## src/rtl/sum2_accum.sv

```systemverilog
// Framed accumulator for the 2-bit adder-tree sum: collects N samples (or fewer on flush)
// and hands the frame total, count and overflow flag downstream. Optional build macro: SUM2_ACCUM_SAT_EN.
module sum2_accum #(
  parameter int ACC_W = 8,
  parameter int N     = 4,
  localparam int CNT_W = $clog2(N + 1)
) (
  input  logic             clk,
  input  logic             reset,
  input  logic             in_valid,
  output logic             in_ready,
  input  logic [1:0]       in_data,
  input  logic             flush,
  output logic             out_valid,
  input  logic             out_ready,
  output logic [ACC_W-1:0] out_sum,
  output logic [CNT_W-1:0] out_cnt,
  output logic             out_ovf
);

  typedef enum logic {ACC, OUT} state_t;

  state_t           state, state_nxt;
  logic [ACC_W-1:0] acc, acc_nxt, post_acc, sum_nxt;
  logic [CNT_W-1:0] cnt, cnt_nxt, post_cnt, cnt_out_nxt;
  logic             ovf, ovf_nxt, post_ovf, ovf_out_nxt;
  logic [ACC_W:0]   ext;
  logic             accept, close;

  assign out_valid = (state == OUT);

  always_ff @(posedge clk) begin
    if (reset) begin
      state   <= ACC;
      acc     <= '0;
      cnt     <= '0;
      ovf     <= 1'b0;
      out_sum <= '0;
      out_cnt <= '0;
      out_ovf <= 1'b0;
    end else begin
      state   <= state_nxt;
      acc     <= acc_nxt;
      cnt     <= cnt_nxt;
      ovf     <= ovf_nxt;
      out_sum <= sum_nxt;
      out_cnt <= cnt_out_nxt;
      out_ovf <= ovf_out_nxt;
    end
  end

  // In OUT the running frame is already cleared, so the same post-accept math
  // starts the next frame when the downstream handshake frees the slot.
  always_comb begin
    in_ready = (state == ACC) ? 1'b1 : out_ready;
    accept   = in_valid & in_ready;
    ext      = {1'b0, acc} + {{(ACC_W-1){1'b0}}, in_data};

    post_acc = acc;
    post_cnt = cnt;
    post_ovf = ovf;
    if (accept) begin
      post_cnt = cnt + CNT_W'(1);
      post_ovf = ovf | ext[ACC_W];
`ifdef SUM2_ACCUM_SAT_EN
      post_acc = ext[ACC_W] ? {ACC_W{1'b1}} : ext[ACC_W-1:0];
`else
      post_acc = ext[ACC_W-1:0];
`endif
    end

    close = (accept && (cnt == CNT_W'(N - 1))) || (flush && (post_cnt != '0));

    state_nxt   = state;
    acc_nxt     = post_acc;
    cnt_nxt     = post_cnt;
    ovf_nxt     = post_ovf;
    sum_nxt     = out_sum;
    cnt_out_nxt = out_cnt;
    ovf_out_nxt = out_ovf;

    case (state)
      ACC: begin
        if (close) state_nxt = OUT;
      end
      OUT: begin
        if (out_ready) state_nxt = close ? OUT : ACC;
      end
      default: state_nxt = ACC;
    endcase

    if (close && (state == ACC || out_ready)) begin
      sum_nxt     = post_acc;
      cnt_out_nxt = post_cnt;
      ovf_out_nxt = post_ovf;
      acc_nxt     = '0;
      cnt_nxt     = '0;
      ovf_nxt     = 1'b0;
    end
  end

endmodule

```

## config.mk

```make
export PLATFORM = sky130hd
export DESIGN_NAME = sum2_accum
export DESIGN_NICKNAME = d
export VERILOG_FILES = /design/src/rtl/sum2_accum.sv
export SDC_FILE = /design/constraint.sdc
export NUM_CORES = 1
export LEC_CHECK = 0
export CORE_ASPECT_RATIO = 1.2
export CORE_MARGIN = 1.5
export CORE_UTILIZATION = 46
export CTS_CLUSTER_SIZE = 30
export DETAILED_ROUTE_END_ITERATION = 7
export GPL_ROUTABILITY_DRIVEN = 0
export PLACE_DENSITY = 0.84
export SYNTH_ARGS = -nofsm -noshare
export SYNTH_HDL_FRONTEND = slang
export SYNTH_SLANG_ARGS = --single-unit
```

## constraint.sdc

```tcl
create_clock -name clk -period 1.96 [get_ports clk]
set_clock_uncertainty 0.2 [all_clocks]
set_input_delay 0.392 -clock clk [delete_from_list [all_inputs] [get_ports clk]]
set_output_delay 0.392 -clock clk [all_outputs]
set_load 0.1 [all_outputs]
```

==> impl_metrics.ini <==
[cells_and_area]
final_nets = 171
mostFrequentLayoutCell = dfxtp_1
drive_gt1_share_pct = 51.9
diodes = 0
multi_input_area_um2 = 781
syn2layout_area_growth_pct = 64.9
seqCellArea_um2 = 505
final_area_um2 = 1940
fill_cells = 128
layout_common_cells = 21 x dfxtp_1, 15 x buf_12, 15 x buf_4

[place]
pre_cts_ws_ns = -0.691
placed_area_um2 = 1650
io_buffers = 20
dp.final_hpwl_um = 2070

[cts]
postCtsHoldBufs = 0
numCtsBuffers = 3
cts_max_path_buffers = 2
cts_sinks = 25
cts_htree_levels = 1
ctsRootBufferMaster = clkbuf_4
path_clk_slew_ns = 0.14
cts_tree = done
clock_latency_ns = 0.33

[sta]
hold_slack_ns = 0.328
max_slew.worst_pin.slew_ns = 0.520
hold_viol = 0
rsz0062_at_grt = true
setup_ws_ns = -0.138
period_needed_ns = 2.10
clock.fmax_ghz = 0.477
setup_viol = 11
slew_viol_final = 0
slew-limit-headroom_pct = 65.2
fin_crit_sh_pct = 107

[grt]
grt_pass1_vias = 1138
antenna_found_initial = 0
grt_pass1_wl_um = 5550
overflow = 0
gr-usage-all-layers_pct = 26.7
grt_max_degree = 20

[route]
drtAntennaViolNets = 0
wl_per_cell_um = 19.4
dr.pass1.iters = 4
vias = 1031
drc_errors = 0
drtIter0Drc = 23
wl_um = 3660
avgViaCountPerCell = 5.46

[yosys]
seq_area_frac_synth_pct = 42.6
ys_ff_latch = 25
ys_warn_count = 0
synth_area_per_cell_um2 = 10.0
netlist_instances = 117
netlist_area_um2 = 1170
yosysUniqueCellTypes = 34
postSynthNetCount = 129

[floorplan]
die_h_um = 58.3
rows = 19
ios = 21
initial_core_util_pct = 49.9
die-width_um = 49.1
coreArea_um2 = 2350
die_area_um2 = 2860

[power_and_ir_drop]
vdd_drop_max_mv = 0.683
p_leak_nw = 0.783
powerDensity_nw_per_um2 = 646

[worst_setup_path]
cp.required_ns = 1.99
reg2reg_setup_slack_ns = -0.14
cp_max_fo = 3
crit_arrival_ns = 2.13
ff2ff_path_depth = 8
cp-end-kind = flop
endpoint = out_ovf
worstSetupPathType = reg -> reg
cp-start-kind = flop
startpoint = cnt[0]
r2r_end = out_ovf
timing.rr.start = cnt[0]

[status]
outcome = finished, violations left
violations = negative setup slack

[job]
max-cap-violations = 0

[min_path]
hp-class = reg -> reg
per-stage QoR:
stage                     TNS [ns]  std cells  util [%]  power, W
final                       -0.532        189      82.2   0.00125
after global routing         -1.59        189      82.2   0.00130
after CTS                   -0.201        188      79.3   0.00122
after detailed placement     -7.55        177      70.0  0.000968
after global placement       -5.99        177      70.0  0.000954
after floorplan                  0        117         -  0.000809
critical path, stage by stage, from the launching register on:
cell and delay [ns]:
dfxtp_2 0.36, ha_4 0.16, ha_4 0.27, nand3b_1 0.11, a21oi_2 0.23, nor3_4 0.08, buf_6 0.12, or3b_4 0.39
o41ai_4 0.07
area by class of cell:
cell class,count,area share [%]
Multi-Input combinational cell,79,40.3
Timing Repair Buffer,44,29.0
Sequential cell,25,26.1
Tap cell,31,2.00
Clock buffer,3,1.16
Inverter,6,1.16
Clock inverter,1,0.259
registers in the layout, indices dropped and copies added, names as in the netlist:
signal / count
ovf: 1
out_ovf: 1
out_sum: 8
acc: 8
out_valid: 1
cnt: 3
out_cnt: 3
report_power, final:
| part | switching [W] | internal, W | leakage, nW |
|---|---|---|---|
| sequential | 0.0000276 | 0.000534 | 0.205 |
| combinational | 0.000271 | 0.000179 | 0.561 |
| clock | 0.000163 | 0.0000768 | 0.0177 |
| total | 0.000462 | 0.000790 | 0.783 |
cell families after synthesis:
group | count (synthesis) | synth area share [%]
AO/OA/AOI/OAI | 14 | 9.06
XOR/XNOR | 6 | 4.48
adder cells (fa/ha/maj) | 5 | 5.97
buffers and inverters | 13 | 5.86
flip-flops | 25 | 42.6
multiplexers | 7 | 5.97
AND/OR/NAND/NOR | 47 | 26.0
how the worst min path moves through the flow:
stage                    start  cells after the start         end  slack (ns)
floorplan                  ovf                      2         ovf        0.26
global placement           ovf                      2         ovf        0.28
detailed placement  out_sum[5]                      2  out_sum[5]        0.31
CTS                 out_sum[5]                      2  out_sum[5]        0.33
global route        out_sum[5]                      2  out_sum[5]        0.34
finish              out_sum[5]                      2  out_sum[5]        0.33
synthesized netlist by cell type, drive strengths merged:
| library cell | number | area [um^2] |
|---|---|---|
| nand2 | 3 | 18.8 |
| nand3b | 1 | 7.51 |
| clkbuf | 3 | 11.3 |
| ha | 4 | 50.1 |
| xnor2 | 3 | 26.3 |
| nor4b | 1 | 15.0 |
| a21oi | 4 | 23.8 |
| a21o | 1 | 7.51 |
| a211oi | 7 | 57.6 |
| nor3 | 11 | 100 |
| xor2 | 3 | 26.3 |
| nand2b | 5 | 31.3 |
| nor2 | 16 | 60.1 |
| and3 | 1 | 6.26 |
| nand4bb | 1 | 11.3 |
| or3b | 2 | 17.5 |
| o41ai | 2 | 17.5 |
| nand4 | 2 | 12.5 |
| or3 | 1 | 6.26 |
| fa | 1 | 20.0 |
| nand3 | 1 | 5.00 |
| inv | 6 | 22.5 |
| buf | 4 | 35.0 |
| nor3b | 1 | 7.51 |
| mux2i | 7 | 70.1 |
| dfxtp | 25 | 500 |
| or2 | 1 | 6.26 |
per-layer routing:
| metal | global-route usage, % | part of all wire, % | wire length (um) |
|---|---|---|---|
| met3 | 3.05 | 2.1 | 76 |
| met1 | 26.8 | 36 | 1310 |
| met5 | 0 | 0 | 0 |
| met2 | 52.9 | 58 | 2140 |
| met4 | 14.7 | 3.9 | 144 |
timing repair:
item,in CTS,in global routing
setup buffers,8,1
resized for setup,31,11
setup endpoints to repair,23,20
pin swaps,14,12
(Power assumes the default switching activity.)
